File: src/rtl/decrypt_pipe_encode.sv
// decrypt_pipe_encode: classifies ASCII input, applies a rotating 3-key letter shift as a one-hot word,
// and registers everything with one cycle of latency for the downstream shift stage.
module decrypt_pipe_encode (
    input  logic        clk,
    input  logic        rst,
    input  logic        en,
    input  logic        mode,
    input  logic        restart,
    input  logic [7:0]  din,
    input  logic [7:0]  k1,
    input  logic [7:0]  k2,
    input  logic [7:0]  k3,
    input  logic [2:0]  rot_freq,
    output logic        en_out,
    output logic [7:0]  data_out,
    output logic [31:0] extended_out,
    output logic        shift_en,
    output logic [2:0]  shift_amt,
    output logic        is_alpha_upper_case,
    output logic        is_alpha_low_case
);
    logic [1:0] key_sel, ks;
    logic [2:0] cnt, ct, key;
    logic       upper, lower, active;
    logic [4:0] idx, rot;
    logic [5:0] pos;

    // restart forces this character onto k1 with a fresh rotation count
    always_comb begin
        upper  = din >= 8'd65 && din <= 8'd90;
        lower  = din >= 8'd97 && din <= 8'd122;
        active = en & mode & (upper | lower);
        ks     = restart ? 2'd0 : key_sel;
        ct     = restart ? 3'd0 : cnt;
        key    = ks == 2'd0 ? k1[2:0] : ks == 2'd1 ? k2[2:0] : k3[2:0];
        idx    = upper ? 5'(din - 8'd65) : 5'(din - 8'd97);
        pos    = {1'b0, idx} + {3'b0, key};
        rot    = pos >= 6'd26 ? 5'(pos - 6'd26) : pos[4:0];
    end

    always_ff @(posedge clk or posedge rst) begin
        if (rst) begin
            key_sel <= 2'd0;
            cnt     <= 3'd0;
        end else if (active) begin
            cnt     <= ct == rot_freq ? 3'd0 : ct + 3'd1;
            key_sel <= ct != rot_freq ? ks : ks == 2'd2 ? 2'd0 : ks + 2'd1;
        end else begin
            cnt     <= ct;
            key_sel <= ks;
        end
    end

    always_ff @(posedge clk or posedge rst) begin
        if (rst) begin
            en_out              <= 1'b0;
            data_out            <= 8'd0;
            extended_out        <= 32'd0;
            shift_en            <= 1'b0;
            shift_amt           <= 3'd0;
            is_alpha_upper_case <= 1'b0;
            is_alpha_low_case   <= 1'b0;
        end else begin
            en_out              <= en;
            data_out            <= din;
            extended_out        <= active ? 32'd1 << rot : en ? {24'd0, din} : 32'd0;
            shift_en            <= active && key != 3'd0;
            shift_amt           <= active ? key : 3'd0;
            is_alpha_upper_case <= active & upper;
            is_alpha_low_case   <= active & lower;
        end
    end
endmodule
File: config.mk
export PLATFORM = sky130hd
export DESIGN_NAME = decrypt_pipe_encode
export DESIGN_NICKNAME = d
export VERILOG_FILES = /design/src/rtl/decrypt_pipe_encode.sv
export SDC_FILE = /design/constraint.sdc
export NUM_CORES = 1
export LEC_CHECK = 0
export BUFFER_PORTS_ARGS = -buffer_cell sky130_fd_sc_hd__clkbuf_2
export CORE_MARGIN = 2
export CORE_UTILIZATION = 45
export CTS_BUF_LIST = sky130_fd_sc_hd__clkbuf_16
export CTS_CLUSTER_DIAMETER = 100
export DETAILED_ROUTE_END_ITERATION = 10
export PLACE_DENSITY = 0.77
export SLEW_MARGIN = 5
export SYNTH_ARGS = -nofsm -noshare
export SYNTH_HDL_FRONTEND = slang
export SYNTH_SLANG_ARGS = --single-unit
File: constraint.sdc
create_clock -name clk -period 3.91 [get_ports clk]
set_input_delay 0.782 -clock clk [delete_from_list [all_inputs] [get_ports clk]]
set_output_delay 0.782 -clock clk [all_outputs]
set_load 0.1 [all_outputs]
# Yosys cells after proc, flatten, opt, wreduce, memory -nomap -nowiden
# Index checks and enable logic that the tools add are counted.
# word_totals
ff_bits	52
in_bits	40
out_inout_bits	47
word_cells	49
# classes
n_addsub	6
order_cmp	5
eq_ne	4
shift	1
muxes	14
bitwise_logic	5
reduce_logical	5
# ops
cell	n
2-to-1 mux 32 bit	1
left shift 1 x 5 -> 32 bit (first input constant)	1
2-to-1 mux 3 bit	6
>= comparator 8 x 7 -> 1 bit (second input constant)	2
<= comparator 8 x 7 -> 1 bit (second input constant)	2
2-to-1 mux 5 bit	2
subtractor 5 x 1 -> 5 bit (second input constant)	2
2-to-1 mux 2 bit	4
2-to-1 mux 8 bit	1
adder 5 x 3 -> 6 bit	1
>= comparator 6 x 5 -> 1 bit (second input constant)	1
subtractor 5 bit (second input constant)	1
bitwise AND 1 bit	4
adder 3 x 1 -> 3 bit (second input constant)	1
== test 3 bit	1
logical AND 1 bit	3
inequality test 3 bit	1
nonzero test 3 bit	1
adder 2 x 1 -> 2 bit (second input constant)	1
== test 2 x 1 -> 1 bit (second input constant)	1
== test 2 bit (second input constant)	1
logical NOT 2 bit	1
OR 1 bit	1

# Depth between registers and ports, before layout
# Gate-level depths: netlist of run 1.
# logic_depth
ltp_word	9
depth_mapped	15

# Worst setup path after synthesis of run 1
# No wires, ideal clock.
# synth_timing
path_kind	input to register
from	in restart
to	reg extended_out[26]
arrival_ns	3.415
required_time_ns	3.837
slack_ns	0.422
stages	15
n_path_buf	0
path_cell_list	o21bai_1 -> nand2_1 -> o21ai_0 -> ha_1 -> inv_1 -> fa_1 -> xnor2_1 -> inv_1 -> ha_1 -> inv_1 -> a21oi_1 -> o32ai_1 -> a22oi_1 -> or3_1 -> nor2b_1
# synth_between
elab_chain_len	9
elab_cells_between_ends	11
cone_classes	2 x add/sub; 1 x order compare; 1 x eq/ne; 1 x shift; 5 x mux; 1 x reduce/logical
# synth_lines
item	line	text
start, declared	8	input logic restart,
2-to-1 mux 2 bit (*)	33	ks = restart ? 2'd0 : key_sel;
== test 2 x 1 -> 1 bit	35	key = ks == 2'd0 ? k1[2:0] : ks == 2'd1 ? k2[2:0] : k3[2:0];
2-to-1 mux 3 bit	35	
2-to-1 mux 3 bit (*)	35	
adder 5 x 3 -> 6 bit (*)	37	pos = {1'b0, idx} + {3'b0, key};
subtractor 5 bit or >= comparator 6 x 5 -> 1 bit (tied branches)	38	rot = pos >= 6'd26 ? 5'(pos - 6'd26) : pos[4:0];
2-to-1 mux 5 bit (*)	38	
left shift 1 x 5 -> 32 bit (*)	66	extended_out <= active ? 32'd1 << rot : en ? {24'd0, din} : 32'd0;
2-to-1 mux 32 bit (*)	66	
end signal, assigned	66	
end, declared	16	output logic [31:0] extended_out,
# Every way passes the cells marked *; elsewhere a longest branch is shown, timed or not.

# Worst setup path after layout of run 1
# layout_timing
from	reg key_sel[1]
to	reg extended_out[7]
# layout_between
elab_chain_len	9
elab_cells_between_ends	11
cone_classes	2 x add/sub; 1 x order compare; 1 x eq/ne; 1 x shift; 5 x mux; 1 x reduce/logical
# layout_lines
item	line	text
start, declared	22	logic [1:0] key_sel, ks;
start signal, assigned	47	key_sel <= ct != rot_freq ? ks : ks == 2'd2 ? 2'd0 : ks + 2'd1;
start signal, assigned	50	key_sel <= ks;
2-to-1 mux 2 bit (*)	33	
== test 2 x 1 -> 1 bit	35	
2-to-1 mux 3 bit	35	
2-to-1 mux 3 bit (*)	35	
adder 5 x 3 -> 6 bit (*)	37	
subtractor 5 bit or >= comparator 6 x 5 -> 1 bit (tied branches)	38	
2-to-1 mux 5 bit (*)	38	
left shift 1 x 5 -> 32 bit (*)	66	
2-to-1 mux 32 bit (*)	66	
# Marks and branches as above.

==> impl_metrics.ini, run 1 <==
[run_status]
status = finished, final reports clean

[synth]
synthArstFlopShare_pct = 100.0
synthesis.nets = 289
syn-cell-area_mm2 = 0.002530
synth_edf_count = 0
synth_warnings = 0
synth-seq-area-share_pct = 51.43
yosysUniqueCellTypes = 49
synthCells = 240
synthFlopType = dfrtp_1
postSynthAreaPerCell_um2 = 10.54
ys_ff_latch = 52

[clock_network]
cts.sinks = 52
cts_setup_buffers = 0
clock_path_buffers = 2
postCtsResizedCells = 0
insertion_delay_ps = 290
postCtsHoldBufs = 0
cts_tree = done
htreeDepth = 2
cts.clk_slew.worst_paths_ps = 70
cts_root_buffer = clkbuf_16
cts_buffers = 5

[worst_setup_path]
path_cells = nor2b_2 > a22oi_1 > o21ai_0 > ha_1 > inv_1 > fa_1 > xnor2_1 > or4b_4 > a32oi_2 > o2bb2ai_2 > o32a_4 > o21ai_2
r2r-start = key_sel[1]
crit_buf_inv = 1
critical_path_class = flop to flop
required_ps = 4130
critPathArrivalTime_ps = 3710
r2r_end = extended_out[7]
cp_max_fo = 8
rrSetupSlack_ps = 420
crit_slowest_cell = or4b_4
cp_top_family = compound AO/OA/AOI/OAI gates
start_kind = flop
worstRegToRegCells = 12
slowest_delay_ps = 570
endpoint_kind = flop

[grt]
grt_pass1_wl_mm = 8.756
grt_use_total_pct = 17.86
grt_max_degree = 53
grt_pass1_vias = 1947
grt-ovfl-total = 0
antenna_found_initial = 0

[pwr]
p_total_mw = 1.369
p_leak_nw = 1.584
p_per_area_mw_per_mm2 = 432.4
ir_worst_vdd_v = 0.0002243

[placed_design]
place_ws_ps = 142.1
gp_congestion = 0.9096
port-buffer-count = 71
hpwlAfterDp_mm = 4.172
post-place-cells = 386

[routing]
antenna_left = 0
via_per_inst = 5.251
wl_per_cell_um = 13.61
vias = 2069
wl_mm = 5.361
drcViolationCount = 0
drtIter0Drc = 90
dr.pass1.iters = 5

[floorplan]
core-area_mm2 = 0.005473
die-area_mm2 = 0.006238
row_count = 27
die_w_um = 78.98
io_pins = 87
start_util_pct = 46.23
die_y_um = 78.98

[sta]
rsz0062_at_grt = false
final.setup.tns_ps = 0
worst_slew_pin_slew_ps = 1005
finalSetupViolations = 0
slew_headroom_pct = 32.89
fin_crit_ps = 3495
setup_slack_ps = 415.2
hold_violations = 0
slew_violations = 0
skew_ps = 5.024
fmax_ghz = 0.2861
period_share_pct = 89.38

[hold_path]
hold_depth = 2
hp-class = flop to flop
holdCritStartpoint = cnt[2]
holdPathEnd = cnt[2]

[final_layout]
diodes = 0
layout.nets = 370
drive_gt1_share_pct = 31.68
syn2layout_area_growth_pct = 25.12
finalNonFillerCells = 394

[flow_run]
maxCapViolCount = 0
cells in the mapped netlist, types with 5 or more instances:
master	n	share of area, %
nand3_1	11	2.2
inv_1	12	1.8
nand2_1	14	2.1
nor2b_1	12	3.0
o21ai_0	8	1.6
nor3_1	8	1.6
ha_1	8	4.0
a21oi_1	7	1.4
nor2_1	23	3.4
o211ai_1	5	1.5
dfrtp_1	52	51
a22oi_1	5	1.5
layer usage:
layer  vias to the layer above  part of all wire (%)  wire length [um]  track usage, %
li1                       1022                     -                 -               -
met5                         -                     0                 0               0
met4                         0                  0.30                16           5.172
met3                         2                   5.7               308           4.205
met1                       973                    45              2418           23.00
met2                        72                    49              2618           30.08
tightest hold or removal path: cells and delay by family (launching register included):
family          cells  cell delay (ps)
flops               1              330
simple gates        1              100
compound gates      1              120
state kept, by name, indices dropped and copies added (netlist names):
signal               flops
extended_out            32
data_out                 8
cnt                      3
shift_amt                3
key_sel                  2
en_out                   1
is_alpha_low_case        1
is_alpha_upper_case      1
shift_en                 1
how the worst max path moves through the flow:
| stage | endpoint | cells past startpoint | slack [ps] | startpoint |
|---|---|---|---|---|
| after detailed placement | extended_out[9] | 14 | 140 | restart |
| final | extended_out[7] | 12 | 420 | key_sel[1] |
| after global placement | extended_out[9] | 14 | 180 | restart |
| after floorplan | extended_out[26] | 15 | 420 | restart |
| after CTS | extended_out[6] | 12 | 330 | key_sel[1] |
| after global routing | extended_out[30] | 15 | 100 | key_sel[1] |
report_power, final:
part	internal (mW)	switching (mW)
combinational	0.125	0.273
clock	0.236	0.182
sequential	0.550	0.00327
cell type report:
type                    count  area, um^2
fillers                   497        2307
flip-flops and latches     52        1301
multi-input cells         170        1161
repair buffers             80       422.9
clock buffers               5       125.1
well taps                  72       90.09
inverters                  12       45.04
clock inverters             3       20.02
cell usage in the layout, fill, tap and decap left out, types with 3 or more instances in the layout:
| master | count |
|---|---|
| xor2_1 | 4 |
| nor3_1 | 8 |
| a21o_1 | 3 |
| buf_4 | 9 |
| ha_1 | 8 |
| o211ai_1 | 5 |
| nand2b_1 | 4 |
| nand4_1 | 4 |
| nand3_1 | 11 |
| and2_1 | 4 |
| dfrtp_1 | 52 |
| clkbuf_16 | 5 |
| or3_1 | 4 |
| o21ai_0 | 8 |
| nor2_1 | 23 |
| clkbuf_2 | 71 |
| a32oi_2 | 3 |
| a22oi_1 | 5 |
| xnor2_1 | 4 |
| a21oi_1 | 7 |
| nand2_1 | 14 |
| nor2b_1 | 11 |
| and3_1 | 4 |
| inv_1 | 12 |
cells by family after synthesis:
| group | count (synthesis) | synth area share, % |
|---|---|---|
| AO/OA/AOI/OAI | 55 | 17.46 |
| XOR/XNOR | 8 | 2.769 |
| buffers and inverters | 18 | 2.769 |
| adder cells (fa/ha/maj) | 9 | 4.748 |
| multiplexers | 3 | 1.236 |
| AND/OR/NAND/NOR | 95 | 19.58 |
| flip-flops | 52 | 51.43 |
metrics by stage:
| stage | hold slack, ps | util (%) | cell area (um^2) |
|---|---|---|---|
| 5_1_grt | 613.4 | 57.84 | 3166 |
| 2_1_floorplan | 534.5 | - | 2530 |
| 4_1_cts | 600.9 | 57.80 | 3163 |
| 3_3_place_gp | 570.4 | 55.14 | 3018 |
| 3_5_place_dp | 585.8 | 55.14 | 3018 |
| 6_report | 597.0 | 57.84 | 3166 |
(Power assumes the default switching activity.)
==> run 2, diff against run 1 <==
--- a/config.mk
+++ b/config.mk
@@ -12,6 +12,7 @@
 export CTS_CLUSTER_DIAMETER = 100
 export DETAILED_ROUTE_END_ITERATION = 10
 export PLACE_DENSITY = 0.77
+export REMOVE_ABC_BUFFERS = 1
 export SLEW_MARGIN = 5
 export SYNTH_ARGS = -nofsm -noshare
 export SYNTH_HDL_FRONTEND = slang
==> run 2 against run 1 <==
Sequential share of layout area shrank 0.24 points. Combinational power shrank 1%. Flip-flop and latch count is the same. Clock power grew 19%. Non-clock buffer count shrank 1. Final area grew 0.59%. Hold slack is essentially flat. Register-to-register slack lost 40 ps. Critical path type unchanged.
==> impl_metrics.ini, run 2 (same netlist as run 1, synthesis figures left out) <==
[pwr]
sequentialPowerShare_pct = 38.3
sw_frac_of_total_pct = 32.46
p_clk_share_pct = 34.5
power.internal_mw = 0.9755
switchingPower_mw = 0.4688
ir_worst_vdd_v = 0.0002019
p_leak_nw = 1.588
comb_power_share_pct = 27.2
p_per_area_mw_per_mm2 = 453.5

[worst_setup_path]
cp_top_family = adder cells
cp_max_fo = 6
start_kind = flop
critPathArrivalTime_ps = 3750
required_ps = 4130
crit_slowest_cell = dfrtp_1
rrSetupSlack_ps = 370
slowest_delay_ps = 450
critical_path_class = flop to flop
path_cells = nor2b_2 > a22oi_1 > o21ai_0 > ha_1 > inv_1 > fa_1 > xnor2_1 > inv_1 > ha_1 > inv_1 > a21oi_1 > o32ai_1 > a22oi_1 > or3_1 > nor2_1
crit_top_cell = inv_1
crit_buf_inv = 3
endpoint_kind = flop

[floorplan]
die-area_mm2 = 0.006238
start_util_pct = 46.23
core-area_mm2 = 0.005473
io_pins = 87
die_w_um = 78.98
die_y_um = 78.98
row_count = 27

[clock_network]
cts_root_buffer = clkbuf_16
cts_tree = done
cts.sinks = 52
cts.clk_slew.worst_paths_ps = 70
insertion_delay_ps = 290
cts_setup_buffers = 0
htreeDepth = 2
clock_path_buffers = 2
cts_buffers = 5

[sta]
fin_crit_ps = 3538
skew_ps = 5.562
hold_violations = 0
period_share_pct = 90.50
fmax_ghz = 0.2826
final.setup.tns_ps = 0
rsz0062_at_grt = false
worst_slew_pin_slew_ps = 1047
slew_violations = 0
slew_headroom_pct = 30.09
finalSetupViolations = 0

[final_layout]
largestRegisters = extended_out: 32 flops, data_out: 8 flops
largest_reg_flops = 32
final_common_cell = clkbuf_2
syn2layout_area_growth_pct = 25.87
finalNonFillerCells = 393
regMostFlops = extended_out
layout.nets = 369
final_cell_mix = clkbuf_2 (71), dfrtp_1 (52), nor2_1 (23)
diodes = 0
drive_gt1_share_pct = 31.78
fillers = 506

[hold_path]
hp-class = flop to flop

[placed_design]
post-place-cells = 385
port-buffer-count = 71
gp_congestion = 0.8449
hpwlAfterDp_mm = 4.261

[grt]
met2_usage_pct = 33.47
antenna_found_initial = 0
grt_use_met3_pct = 3.182
grt_busiest_layer = met2
grt_pass1_wl_mm = 9.370
grt_pass1_vias = 2021
grt_max_degree = 53
grt-ovfl-total = 0
grt_use_total_pct = 19.14
grt.met1_usage_pct = 24.52

[routing]
via_per_inst = 5.338
wl_mm = 5.482
dr.pass1.iters = 4
wl_per_cell_um = 13.95
drtIter0Drc = 81
vias = 2098
drcViolationCount = 0
antenna_left = 0

[run_status]
status = finished, final reports clean

[flow_run]
maxCapViolCount = 0
==> run 2: cell types whose count changed in the layout (fill, tap and decap cells not counted), sizes merged <==
cell,before,now
buf,9,8
clkinv,1,0
bufinv,0,1
==> run 2: final timing paths <==
path | cells after the start | startpoint | end
max in group asynchronous | 2 | rst | extended_out[21]
min in group asynchronous | 2 | rst | extended_out[10]
worst min register to register | 2 | cnt[2] | cnt[2]
worst max-delay path | 15 | key_sel[1] | extended_out[30]
worst min-delay path | 2 | cnt[2] | cnt[2]
worst max register to register | 15 | key_sel[1] | extended_out[30]
==> run 2: worst reg2reg max path, stage by stage, from the launching register on <==
cell and delay (ps):
dfrtp_1 450, nor2b_2 220, a22oi_1 80, o21ai_0 240, ha_1 250, inv_1 60
fa_1 420, xnor2_1 250, inv_1 100, ha_1 240, inv_1 100, a21oi_1 60
o32ai_1 310, a22oi_1 140, or3_1 400, nor2_1 150
==> run 2: layout make-up <==
type / count / area, um^2 / area share [%]
Tap cell: 72 / 90.09 / 2.829
Clock buffer: 5 / 125.1 / 3.929
Clock inverter: 3 / 46.29 / 1.454
Sequential cell: 52 / 1301 / 40.86
Multi-Input combinational cell: 170 / 1161 / 36.46
Inverter: 12 / 45.04 / 1.415
Timing Repair Buffer: 79 / 415.4 / 13.05
==> run 2: per-stage QoR <==
step           power, mW  hold WS, ps  utilization (%)  setup slack [ps]  cell area [um^2]
5_1_grt            1.509        614.5            58.18             65.50              3184
6_report           1.444        596.8            58.18             371.6              3184
2_1_floorplan     0.8462        534.5                -             411.7              2505
3_3_place_gp      0.9508        559.5            55.01             148.6              3010
3_5_place_dp      0.9557        584.2            55.01             120.8              3010
4_1_cts            1.454        600.6            58.14             313.7              3182
==> run 2: metal layers <==
layer | part of all wire (%) | vias to the layer above
met2 | 49 | 72
met4 | 0.95 | 0
met3 | 5.9 | 5
met5 | 0 | -
li1 | - | 1022
met1 | 44 | 999
==> run 2: what timing repair did <==
item	4_1_cts	5_1_grt
gates resized for setup	0	1
hold endpoints to repair	0	0
hold buffers	0	0
endpoints found under the setup margin	0	4
==> run 2: power groups by stage <==
stage	registers, mW	logic (mW)	clock network (mW)
2_1_floorplan	0.648	0.198	0
3_3_place_gp	0.563	0.388	0
3_5_place_dp	0.563	0.392	0
4_1_cts	0.553	0.394	0.506
5_1_grt	0.554	0.427	0.529
6_report	0.553	0.393	0.499
==> run 3, diff against run 2 <==
--- a/config.mk
+++ b/config.mk
@@ -7,11 +7,11 @@
 export LEC_CHECK = 0
 export BUFFER_PORTS_ARGS = -buffer_cell sky130_fd_sc_hd__clkbuf_2
 export CORE_MARGIN = 2
-export CORE_UTILIZATION = 45
+export CORE_UTILIZATION = 40
 export CTS_BUF_LIST = sky130_fd_sc_hd__clkbuf_16
 export CTS_CLUSTER_DIAMETER = 100
 export DETAILED_ROUTE_END_ITERATION = 10
-export PLACE_DENSITY = 0.77
+export PLACE_DENSITY = 0.7
 export REMOVE_ABC_BUFFERS = 1
 export SLEW_MARGIN = 5
 export SYNTH_ARGS = -nofsm -noshare
==> run 3 against run 2 <==
Flip-flop and latch count stayed put. Final area is 0.47% lower. Setup slack worse by 35 ps. Sequential power hardly changed. Critical endpoint is now extended_out[4].
==> impl_metrics.ini, run 3 (same netlist as run 1, synthesis figures left out) <==
[routing]
via_per_inst = 5.287
dr.pass1.iters = 4
vias = 2099
wl_per_cell_um = 14.45
drcViolationCount = 0
wl_mm = 5.737
antenna_left = 0
drtIter0Drc = 156

[floorplan]
die-area_mm2 = 0.006977
core-area_mm2 = 0.006026
die_y_um = 83.53
row_count = 28
die_w_um = 83.53
io_pins = 87
start_util_pct = 41.99

[final_layout]
fin_area_mm2 = 0.003169
finalNonFillerCells = 397
largestRegisters = extended_out: 32 flops, data_out: 8 flops
drive_gt1_share_pct = 31.68
multi_input_comb_area_mm2 = 0.001161
fillers = 571
largest_reg_flops = 32
syn2layout_area_growth_pct = 25.27
layout.nets = 370
final-seq-area_mm2 = 0.001301
final_cell_mix = clkbuf_2 (71), dfrtp_1 (52), nor2_1 (23)
regMostFlops = extended_out
final_common_cell = clkbuf_2
diodes = 0

[placed_design]
dpl_cell_area_mm2 = 0.003022
gp_congestion = 0.8512
hpwlAfterDp_mm = 4.323
post-place-cells = 389
place_ws_ps = 42.86
port-buffer-count = 71

[grt]
met2_usage_pct = 27.64
grt_busiest_layer = met2
grt_pass1_wl_mm = 9.404
grt.met1_usage_pct = 22.34
grt_pass1_vias = 1962
antenna_found_initial = 0
grt_use_met3_pct = 3.759
grt-ovfl-total = 0
grt_max_degree = 53
grt_use_total_pct = 16.91

[sta]
rsz0062_at_grt = false
worst_slew_pin_slew_ps = 1074
period_share_pct = 91.38
hold_violations = 0
hold_ws_ps = 579.6
fmax_ghz = 0.2799
final.setup.tns_ps = 0
fin_crit_ps = 3573
skew_ps = 3.630
slew_violations = 0
finalSetupViolations = 0
slew_headroom_pct = 28.33
setup_slack_ps = 337.0

[clock_network]
cts_buffers = 5
cts.sinks = 52
postCtsHoldBufs = 0
cts_tree = done
htreeDepth = 2
cts.clk_slew.worst_paths_ps = 70
insertion_delay_ps = 290
clock_path_buffers = 2
cts_root_buffer = clkbuf_16

[pwr]
p_leak_nw = 1.584
ir_worst_vdd_v = 0.0002345
p_per_area_mw_per_mm2 = 435.4

[flow_run]
maxCapViolCount = 0

[worst_setup_path]
start_kind = primary input
critPathArrivalTime_ps = 3780
endpoint_kind = flop
required_ps = 4110
critical_path_class = primary input to flop
cp_max_fo = 8

[hold_path]
hp-class = flop to flop

[run_status]
status = finished, final reports clean
[run 3: cell types whose count changed in the layout (fill, tap and decap cells not counted), sizes merged]
cell | before | now
buf | 8 | 9
bufinv | 1 | 0
clkinv | 0 | 1
[run 3: worst max-delay path, stage by stage]
cell	delay [ps]
clkbuf_2	130
o21bai_1	180
nand2_1	100
o21ai_0	140
ha_1	250
inv_1	60
fa_1	410
nand2b_1	220
and2_1	260
nor4_1	470
o2bb2ai_2	230
a32oi_2	160
buf_4	190
o21ai_0	180
[run 3: repair_timing]
item / 4_1_cts / 5_1_grt
endpoints found under the setup margin: 0 / 1
buffers inserted: 0 / 0
resized for setup: 0 / 1
[run 3: final timing paths]
kind | to | slack (ps) | cells after the start | start
max reg2reg | extended_out[4] | 380 | 13 | key_sel[1]
min | cnt[2] | 580 | 2 | cnt[2]
min reg2reg | cnt[2] | 580 | 2 | cnt[2]
max | extended_out[4] | 340 | 14 | restart
max in group asynchronous | data_out[3] | 2510 | 2 | rst
min in group asynchronous | extended_out[12] | 740 | 2 | rst
[run 3: metrics by stage]
stage	total power [mW]	utilization [%]
detailed placement	0.9583	50.15
CTS	1.389	52.55
global placement	0.9520	50.15
global route	1.444	52.60
finish	1.380	52.60
floorplan	0.8462	-
[run 3: layout make-up]
type                    instances  share of cell area, %
repair buffers                 80                  13.34
well taps                      75                  2.961
multi-input cells             170                  36.64
clock buffers                   5                  3.948
clock inverters                 3                 0.6317
inverters                      12                  1.421
flip-flops and latches         52                  41.06
[run 3: power by group]
| part | switching, mW | internal (mW) | leakage (nW) |
|---|---|---|---|
| Combinational | 0.276 | 0.122 | 0.817 |
| Sequential | 0.00297 | 0.550 | 0.696 |
| Clock | 0.193 | 0.236 | 0.0712 |
| Total | 0.472 | 0.908 | 1.58 |
[run 3: routing by layer]
metal / part of all wire (%) / routed length, um / up-vias
li1: - / - / 1019
met1: 44 / 2501 / 977
met2: 47 / 2694 / 94
met3: 7.6 / 435 / 9
met4: 1.8 / 106 / 0
met5: 0 / 0 / -
